<file path="src/rtl/arcade_input_mapper.sv">
// arcade_input_mapper: PS/2 key + joystick merge into per-player controls with rotation, coin pulses and autofire
// Ports: clk_sys/reset (async, active high); ps2_key hps_io key word; joystick_0/1 MiSTer words;
// rotate selects horizontal remap; autofire per-player enable; up/down/left/right/fire/coin per player; start = {start2, start1}.
module arcade_input_mapper #(
  parameter int          NPLAYERS      = 2,
  parameter logic [15:0] COIN_PULSE    = 16'd50000,
  parameter logic [19:0] AF_HALF       = 20'd400000,
  parameter bit          COIN_ON_START = 1'b1
) (
  input  logic                clk_sys,
  input  logic                reset,
  input  logic [64:0]         ps2_key,
  input  logic [15:0]         joystick_0,
  input  logic [15:0]         joystick_1,
  input  logic                rotate,
  input  logic [NPLAYERS-1:0] autofire,
  output logic [NPLAYERS-1:0] up,
  output logic [NPLAYERS-1:0] down,
  output logic [NPLAYERS-1:0] left,
  output logic [NPLAYERS-1:0] right,
  output logic [NPLAYERS-1:0] fire,
  output logic [1:0]          start,
  output logic [NPLAYERS-1:0] coin
);
  logic                old_state_q, armed_q;
  logic [14:0]         key_q, key_d, hit;
  logic                pressed, extended, ev;
  logic [8:0]          code;
  logic [7:0]          jp0, jp1;
  logic [1:0]          m_up, m_down, m_left, m_right, m_fire, start_d, req;
  logic [1:0]          r_up, r_down, r_left, r_right;
  logic [NPLAYERS-1:0] up_q, down_q, left_q, right_q;
  logic [1:0]          start_q;
  logic                unused;
  assign unused = ^{joystick_0[15:8], joystick_1[15:8], jp0[6:5], jp1[6:5]};
  // key_q bit order: 0-3 p0 up/down/left/right (extended bit ignored), 4-5 p0 fire, 6-7 start1/2,
  // 8 p0 coin, 9-12 p1 up/down/left/right, 13 p1 fire, 14 p1 coin
  always_comb begin
    pressed  = ps2_key[15:8] != 8'hF0;
    extended = pressed ? ps2_key[15:8] == 8'hE0 : ps2_key[23:16] == 8'hE0;
    code     = ps2_key[63:24] != '0 ? 9'd0 : {extended, ps2_key[7:0]};
    ev       = armed_q && ps2_key[64] != old_state_q;
    hit      = {code == 9'h036, code == 9'h01C, code == 9'h034, code == 9'h023, code == 9'h02B,
                code == 9'h02D, code == 9'h02E, code == 9'h006, code == 9'h005, code == 9'h014,
                code == 9'h029, code[7:0] == 8'h74, code[7:0] == 8'h6B, code[7:0] == 8'h72,
                code[7:0] == 8'h75};
    key_d    = ev ? (key_q & ~hit) | (hit & {15{pressed}}) : key_q;
    jp0      = NPLAYERS == 1 ? joystick_0[7:0] | joystick_1[7:0] : joystick_0[7:0];
    jp1      = joystick_1[7:0];
    m_up     = {key_q[9]  | jp1[3], key_q[0] | jp0[3]};
    m_down   = {key_q[10] | jp1[2], key_q[1] | jp0[2]};
    m_left   = {key_q[11] | jp1[1], key_q[2] | jp0[1]};
    m_right  = {key_q[12] | jp1[0], key_q[3] | jp0[0]};
    m_fire   = {key_q[13] | jp1[4], key_q[4] | key_q[5] | jp0[4]};
    r_up     = rotate ? m_left  : m_up;
    r_down   = rotate ? m_right : m_down;
    r_left   = rotate ? m_down  : m_left;
    r_right  = rotate ? m_up    : m_right;
    start_d  = {key_q[7] | joystick_0[6] | joystick_1[6], key_q[6] | joystick_0[5] | joystick_1[5]};
    req      = {key_q[14] | jp1[7], key_q[8] | jp0[7]} | (COIN_ON_START ? start_d : 2'b00);
  end
  always_ff @(posedge clk_sys or posedge reset)
    if (reset) begin
      old_state_q <= 1'b0;
      armed_q     <= 1'b0;
      key_q       <= '0;
      up_q        <= '0;
      down_q      <= '0;
      left_q      <= '0;
      right_q     <= '0;
      start_q     <= '0;
    end else begin
      old_state_q <= ps2_key[64];
      armed_q     <= 1'b1;
      key_q       <= key_d;
      up_q        <= r_up[NPLAYERS-1:0];
      down_q      <= r_down[NPLAYERS-1:0];
      left_q      <= r_left[NPLAYERS-1:0];
      right_q     <= r_right[NPLAYERS-1:0];
      start_q     <= start_d;
    end
  assign up    = up_q;
  assign down  = down_q;
  assign left  = left_q;
  assign right = right_q;
  assign start = start_q;
  for (genvar p = 0; p < NPLAYERS; p++) begin : g_pl
    logic [15:0] coin_cnt_q, coin_cnt_d;
    logic [19:0] af_cnt_q, af_cnt_d;
    logic        req_q, coin_q, coin_d, phase_q, phase_d, fire_q, fire_d, af_on, wrap;
    // a new pulse is only accepted once the previous one has fully drained
    always_comb begin
      coin_cnt_d = coin_cnt_q != '0 ? coin_cnt_q - 16'd1 : req[p] && !req_q ? COIN_PULSE : 16'd0;
      coin_d     = coin_cnt_d != '0;
      af_on      = autofire[p] && m_fire[p];
      wrap       = af_cnt_q == AF_HALF - 20'd1;
      af_cnt_d   = af_on && !wrap ? af_cnt_q + 20'd1 : 20'd0;
      phase_d    = af_on && (phase_q ^ wrap);
      fire_d     = autofire[p] ? af_on && !phase_q : m_fire[p];
    end
    always_ff @(posedge clk_sys or posedge reset)
      if (reset) begin
        coin_cnt_q <= '0;
        af_cnt_q   <= '0;
        req_q      <= 1'b0;
        coin_q     <= 1'b0;
        phase_q    <= 1'b0;
        fire_q     <= 1'b0;
      end else begin
        coin_cnt_q <= coin_cnt_d;
        af_cnt_q   <= af_cnt_d;
        req_q      <= req[p];
        coin_q     <= coin_d;
        phase_q    <= phase_d;
        fire_q     <= fire_d;
      end
    assign coin[p] = coin_q;
    assign fire[p] = fire_q;
  end
endmodule

</file>
<file path="config.mk">
export PLATFORM = sky130hd
export DESIGN_NAME = arcade_input_mapper
export DESIGN_NICKNAME = d
export VERILOG_FILES = /design/src/rtl/arcade_input_mapper.sv
export SDC_FILE = /design/constraint.sdc
export NUM_CORES = 1
export LEC_CHECK = 0
export ABC_AREA = 1
export CELL_PAD_IN_SITES_DETAIL_PLACEMENT = 2
export CELL_PAD_IN_SITES_GLOBAL_PLACEMENT = 2
export CORE_AREA = 2 2 146 148
export DETAILED_ROUTE_END_ITERATION = 10
export DIE_AREA = 0 0 148 150
export PLACE_DENSITY = 0.79
export SYNTH_ARGS = -nofsm -noshare
export SYNTH_HDL_FRONTEND = slang
export SYNTH_SLANG_ARGS = --single-unit
</file>
<file path="constraint.sdc">
create_clock -name clk_sys -period 3.9 [get_ports clk_sys]
set_clock_uncertainty 0.2 [all_clocks]
set_input_delay 0.39 -clock clk_sys [delete_from_list [all_inputs] [get_ports clk_sys]]
set_output_delay 0.39 -clock clk_sys [all_outputs]
set_load 0.05 [all_outputs]
</file>
==> flow_metrics.env, run 1 <==
export IMPL_holdPathEnd="g_pl[1].coin_cnt_q[0]"
export IMPL_clk_latency_ps=350
export IMPL_grt_pass1_vias=6218
export IMPL_final_max_slew_violation_count=0
export IMPL_slew_headroom_pct=55.4
export IMPL_holdPathStages=1
export IMPL_critPathTopFamily="simple AND/OR/NAND/NOR gates"
export IMPL_drive_gt1_share_pct=8.00
export IMPL_synth_nets=910
export IMPL_grt_pass1_wl_mm=30.2
export IMPL_synth_common_cells="141 x nand2_1, 130 x inv_1, 124 x nor2_1, 107 x dfrtp_1, 63 x nand3_1"
export IMPL_synth_flop_cell="dfrtp_1"
export IMPL_wl_mm=17.6
export IMPL_antenna_found_initial=0
export IMPL_path_cells="ha_1 > nand3_2 > nor2_1 > nand2_2 > nor2_1 > nand4_1 > nand2_1 > buf_4 > inv_1 > o21ai_0 > a21oi_1"
export IMPL_gp_congestion=0.758
export IMPL_grtUsageMet2_pct=29.6
export IMPL_die_area_mm2=0.0222
export IMPL_pin_count=116
export IMPL_ys_ff_latch=107
export IMPL_use_met3_pct=3.35
export IMPL_grt_use_total_pct=16.9
export IMPL_cts_sinks=107
export IMPL_clk_path_buf_depth=2
export IMPL_antenna_cells=0
export IMPL_p_clk_share_pct=42.5
export IMPL_cp_startpoint="g_pl[1].af_cnt_q[0]"
export IMPL_io_buffers=99
export IMPL_pwr_share_seq_pct=49.0
export IMPL_r2r_cells=11
export IMPL_fmax_ghz=0.436
export IMPL_area_delta_synth_final_pct=26.6
export IMPL_p_sw_share_pct=22.9
export IMPL_cp_end_kind="flip-flop"
export IMPL_hp_start="g_pl[1].coin_cnt_q[0]"
export IMPL_fp_row_count=53
export IMPL_cts_buffers=9
export IMPL_crit_arrival_ps=2330
export IMPL_combPwrFrac_pct=8.6
export IMPL_synth_area_leaders="dfrtp_1 44%, nand2_1 8.6%, inv_1 8.0%"
export IMPL_fin_util_pct=37.5
export IMPL_die_y_um=150
export IMPL_ys_warnings_count=0
export IMPL_rsz0062_at_grt="false"
export IMPL_synth_top_family_by_area="simple AND/OR/NAND/NOR gates"
export IMPL_grt_overflow=0
export IMPL_peakVddDrop_uv=142
export IMPL_synth_edff_count=0
export IMPL_use_met1_pct=21.1
export IMPL_finalSetupViolations=0
export IMPL_p_per_area_mw_per_mm2=296
export IMPL_synth_simple_gate_area_share_pct=35.6
export IMPL_criticalPathCategory="flip-flop to flip-flop"
export IMPL_num_vias=5574
export IMPL_crit_fanout=11
export IMPL_cts_tree="done"
export IMPL_start_util_pct=29.6
export IMPL_r2r_slack_ps=1610
export IMPL_dp_hpwl_mm=14.0
export IMPL_fin_crit_sh_pct=58.8
export IMPL_synthArstFlopShare_pct=100
export IMPL_power_internal_mw=1.77
export IMPL_fin_nets=1015
export IMPL_die_w_um=148
export IMPL_synthCells=802
export IMPL_synth_top_area_share_pct=43.7
export IMPL_ys_types=41
export IMPL_hold_buffers=0
export IMPL_hold_path_class="flip-flop to flip-flop"
export IMPL_cts_resized=0
export IMPL_synth_fa_ha_area_share_pct=1.23
export IMPL_layout_min_cycle_time_ps=2290
export IMPL_root_buffer="clkbuf_16"
export IMPL_h_tree_depth=3
export IMPL_r2r_start="g_pl[1].af_cnt_q[0]"
export IMPL_leakage_nw=3.48
export IMPL_synth_top_area_cell="dfrtp_1"
export IMPL_dr_pass1_iters=4
export IMPL_ant_nets=0
export IMPL_core_mm2=0.0207
export IMPL_synth_area_mm2=0.00613
export IMPL_drt_iter0_drc=152
export IMPL_setup_tns_ps=0
export IMPL_nFillCells=2439
export IMPL_cts_clk_slew_worst_paths_ps=70
export IMPL_seq_area_frac_synth_pct=43.7
export IMPL_status="finished clean"
export IMPL_synthXorXnorAreaFrac_pct=3.15
export IMPL_worst_setup_path_start_kind="flip-flop"
export IMPL_slowest_delay_ps=380
export IMPL_crit_top_cell="nor2_1"
export IMPL_synth_most_common_cell="nand2_1"
export IMPL_crit_path_top_delay_cell="dfrtp_1"
export IMPL_grt_busiest_layer="met2"
export IMPL_cp_data_required_time_ps=3940
export IMPL_syn_avg_cell_area_um2=7.64
export IMPL_synth_mux_area_share_pct=0
export IMPL_crit_buf_inv=2
export IMPL_wl_per_cell_um=14.8
export IMPL_via_per_inst=4.70
export IMPL_synth_compound_area_share_pct=7.17
export IMPL_cap_violations=0
export IMPL_drc=0
export IMPL_p_sw_mw=0.527
export IMPL_worst_pin_slew_ps=669
export IMPL_grt_max_degree=58
export IMPL_reg2reg_to="g_pl[1].af_cnt_q[9]"
export IMPL_cts_setup_buffers=0
export IMPL_hold_viol_final=0
[per-layer routing]
layer	up-vias	part of all wire [%]	routed length (µm)
met1	2722	45	7990
met3	11	4.3	747
li1	2749	-	-
met5	-	0	0
met2	92	49	8620
met4	0	1.2	204
[final cells by class]
class / count / area (µm²) / area share, %
multi-input cells: 554 / 2890 / 37.3
clock buffers: 13 / 270 / 3.48
clock inverters: 3 / 45.0 / 0.581
repair buffers: 102 / 1030 / 13.2
well taps: 275 / 344 / 4.44
flip-flops and latches: 107 / 2680 / 34.5
inverters: 133 / 502 / 6.47
[cell usage in the layout (no fill, tap or decap), types with 3 or more instances in the layout]
cell and count:
nand2_1 141, inv_1 129, nor2_1 124, dfrtp_1 107, clkdlybuf4s50_1 99, nand3_1 63, nor3_1 38, a21oi_1 33
o21ai_0 29, nand4_1 19, xor2_1 16, nor2_4 13, nor2_2 12, clkbuf_16 9, xnor2_1 6, nor4_1 6
nand2_2 6, ha_1 6, o21ai_1 5, nand3_2 4, nand3_4 3, nand2_4 3, inv_2 3, clkbuf_8 3
[worst register-to-register path, cell delays in order (launching register included)]
cell and delay [ps]:
dfrtp_1 380, ha_1 250, nand3_2 120, nor2_1 130, nand2_2 100, nor2_1 140
nand4_1 170, nand2_1 110, buf_4 190, inv_1 180, o21ai_0 150, a21oi_1 70
[through the flow]
step | worst slack [ps] | power, mW | instance area [µm²] | instances | hold slack, ps
6_report | 1610 | 2.30 | 7760 | 1187 | 225
5_1_grt | 1380 | 2.39 | 7760 | 1187 | 235
4_1_cts | 1590 | 2.34 | 7760 | 1187 | 229
3_5_place_dp | 1470 | 1.35 | 7440 | 1171 | 219
3_3_place_gp | 1500 | 1.35 | 7440 | 1171 | 215
2_1_floorplan | 493 | 1.22 | 6130 | 802 | 203
[power by group through the flow]
stage	sequential, mW	combinational (mW)	clock, mW
after floorplan	1.16	0.0614	0
after global placement	1.15	0.199	0
after detailed placement	1.15	0.203	0
after CTS	1.12	0.203	1.01
after global routing	1.13	0.219	1.05
final	1.12	0.197	0.976
[cell families after synthesis]
family	after synthesis
other	1
adder cells (fa/ha/maj)	6
AND/OR/NAND/NOR	445
buffers and inverters	141
flip-flops	107
XOR/XNOR	22
AO/OA/AOI/OAI	80
[worst max path at each step]
stage / end / slack, ps / depth (start not counted)
6_report: g_pl[1].af_cnt_q[9] / 1610 / 11
5_1_grt: g_pl[1].af_cnt_q[9] / 1380 / 11
4_1_cts: g_pl[1].af_cnt_q[9] / 1590 / 11
3_5_place_dp: flip-flop / 1470 / 11
3_3_place_gp: flip-flop / 1500 / 11
2_1_floorplan: async pin / 490 / 1
Power figures use the tool's default switching activity.
==> run 2, diff against run 1 <==
==> constraint.sdc (replaced) <==
create_clock -name clk_sys -period 2.3 [get_ports clk_sys]
set_clock_uncertainty 0.2 [all_clocks]
set_input_delay 0.23 -clock clk_sys [delete_from_list [all_inputs] [get_ports clk_sys]]
set_output_delay 0.23 -clock clk_sys [all_outputs]
set_load 0.05 [all_outputs]
==> run 2 against run 1 <==
Against the previous run:
- via count increased by 1.3%
- critical path type unchanged
- register-to-register slack lost 1400 ps
- flip-flop and latch count is the same
==> flow_metrics.env, run 2 (synthesis results as in run 1) <==
export IMPL_p_total_mw=3.90
export IMPL_hold_path_class="input port to flip-flop"
export IMPL_antenna_found_initial=0
export IMPL_cts_sinks=107
export IMPL_cp_data_required_time_ps=2340
export IMPL_use_met3_pct=3.96
export IMPL_fp_row_count=53
export IMPL_drt_iter0_drc=156
export IMPL_cts_clk_slew_worst_paths_ps=80
export IMPL_wl_per_cell_um=15.2
export IMPL_start_util_pct=29.6
export IMPL_fmax_ghz=0.470
export IMPL_dp_hpwl_mm=14.6
export IMPL_worst_pin_slew_ps=512
export IMPL_leakage_nw=3.55
export IMPL_finalSetupViolations=0
export IMPL_grt_overflow=0
export IMPL_fin_crit_sh_pct=92.6
export IMPL_grt_max_degree=75
export IMPL_status="finished clean"
export IMPL_gp_congestion=0.749
export IMPL_pin_count=116
export IMPL_ant_nets=0
export IMPL_fin_util_pct=38.2
export IMPL_drc=0
export IMPL_fin_ws_ps=171
export IMPL_h_tree_depth=3
export IMPL_fin_nets=1032
export IMPL_wl_mm=18.3
export IMPL_core_mm2=0.0207
export IMPL_grtUsageMet2_pct=31.9
export IMPL_peakVddDrop_uv=254
export IMPL_use_met1_pct=21.7
export IMPL_grt_busiest_layer="met2"
export IMPL_layout_min_cycle_time_ps=2130
export IMPL_hold_viol_final=0
export IMPL_io_buffers=99
export IMPL_via_per_inst=4.69
export IMPL_cap_violations=0
export IMPL_die_w_um=148
export IMPL_final_common_cell="nand2_1"
export IMPL_criticalPathCategory="flip-flop to flip-flop"
export IMPL_p_per_area_mw_per_mm2=493
export IMPL_worst_setup_path_start_kind="flip-flop"
export IMPL_die_y_um=150
export IMPL_area_delta_synth_final_pct=29.2
export IMPL_slew_headroom_pct=65.8
export IMPL_clk_latency_ps=360
export IMPL_drive_gt1_share_pct=10.8
export IMPL_rsz0062_at_grt="true"
export IMPL_cts_setup_buffers=0
export IMPL_dr_pass1_iters=4
export IMPL_cts_buffers=9
export IMPL_grt_pass1_wl_mm=31.4
export IMPL_final_cell_mix="140 x nand2_1, 126 x inv_1, 118 x nor2_1, 107 x dfrtp_1, 99 x clkdlybuf4s50_1"
export IMPL_grt_use_total_pct=17.8
export IMPL_cp_end_kind="flip-flop"
export IMPL_grt_pass1_vias=6298
export IMPL_die_area_mm2=0.0222
export IMPL_dpl_worst_slack_ps=18.2
export IMPL_crit_arrival_ps=2170
export IMPL_final_max_slew_violation_count=0
export IMPL_crit_fanout=7
export IMPL_num_vias=5645
export IMPL_cts_tree="done"
export IMPL_clk_path_buf_depth=2
export IMPL_antenna_cells=0
export IMPL_root_buffer="clkbuf_16"
[run 2: cell count changes in the layout (fill, tap and decap cells not counted), sizes merged]
cell	before	now
clkinv	0	1
inv	133	132
dlygate4sd3	0	1
buf	3	19
[run 2: final timing paths]
kind | startpoint | to | slack, ps | cells after the start
min reg2reg | g_pl[0].coin_cnt_q[0] | g_pl[0].coin_cnt_q[0] | 250 | 1
max | g_pl[1].coin_cnt_q[7] | g_pl[1].coin_q | 170 | 10
max in group asynchronous | reset | async pin | 810 | 4
min in group asynchronous | reset | g_pl[0].coin_q | 480 | 3
max reg2reg | g_pl[1].coin_cnt_q[7] | g_pl[1].coin_q | 170 | 10
min | ps2_key[64] | old_state_q | 180 | 1
[run 2: worst max-delay path, stage by stage, from the launching register on]
cell,delay (ps)
dfrtp_1,450
nor2_2,200
nand2_1,110
nor2_1,160
nand3_2,200
nand2_1,120
nor2_1,60
nor2_1,140
nand3_1,140
nor2_2,130
nand3_1,100
[run 2: repair_timing]
action                                  4_1_cts  5_1_grt
cloned                                        0        0
gates resized for setup                       1       12
endpoints found under the setup margin        1       11
hold buffers                                  1        0
hold endpoints to repair                      1        0
[run 2: report_power, final]
part / leakage [nW] / internal, mW / switching (mW) / total (mW)
registers: 1.26 / 1.90 / 0.0103 / 1.91
clock network: 0.146 / 0.909 / 0.740 / 1.65
logic: 2.15 / 0.179 / 0.168 / 0.347
[run 2: cell type report]
cell class / instances / area (µm²)
Fill cell: 2429 / 12800
Multi-Input combinational cell: 554 / 2930
Sequential cell: 107 / 2680
Timing Repair Buffer: 119 / 1160
Inverter: 133 / 503
Tap cell: 275 / 344
Clock buffer: 13 / 260
Clock inverter: 3 / 46.3
[run 2: per-layer routing]
layer / part of all wire, % / up-vias
met5: 0 / -
met4: 1.1 / 0
met3: 3.8 / 12
met2: 51 / 94
met1: 44 / 2751
li1: - / 2788
[run 2: through the flow]
step / cells / area [µm²] / TNS [ps] / hold slack, ps
after global routing: 1204 / 7910 / -23.7 / 182
after detailed placement: 1187 / 7560 / 0 / 225
final: 1204 / 7910 / 0 / 178
after floorplan: 802 / 6130 / 0 / 61.4
after global placement: 1187 / 7560 / 0 / 213
after CTS: 1204 / 7890 / 0 / 171
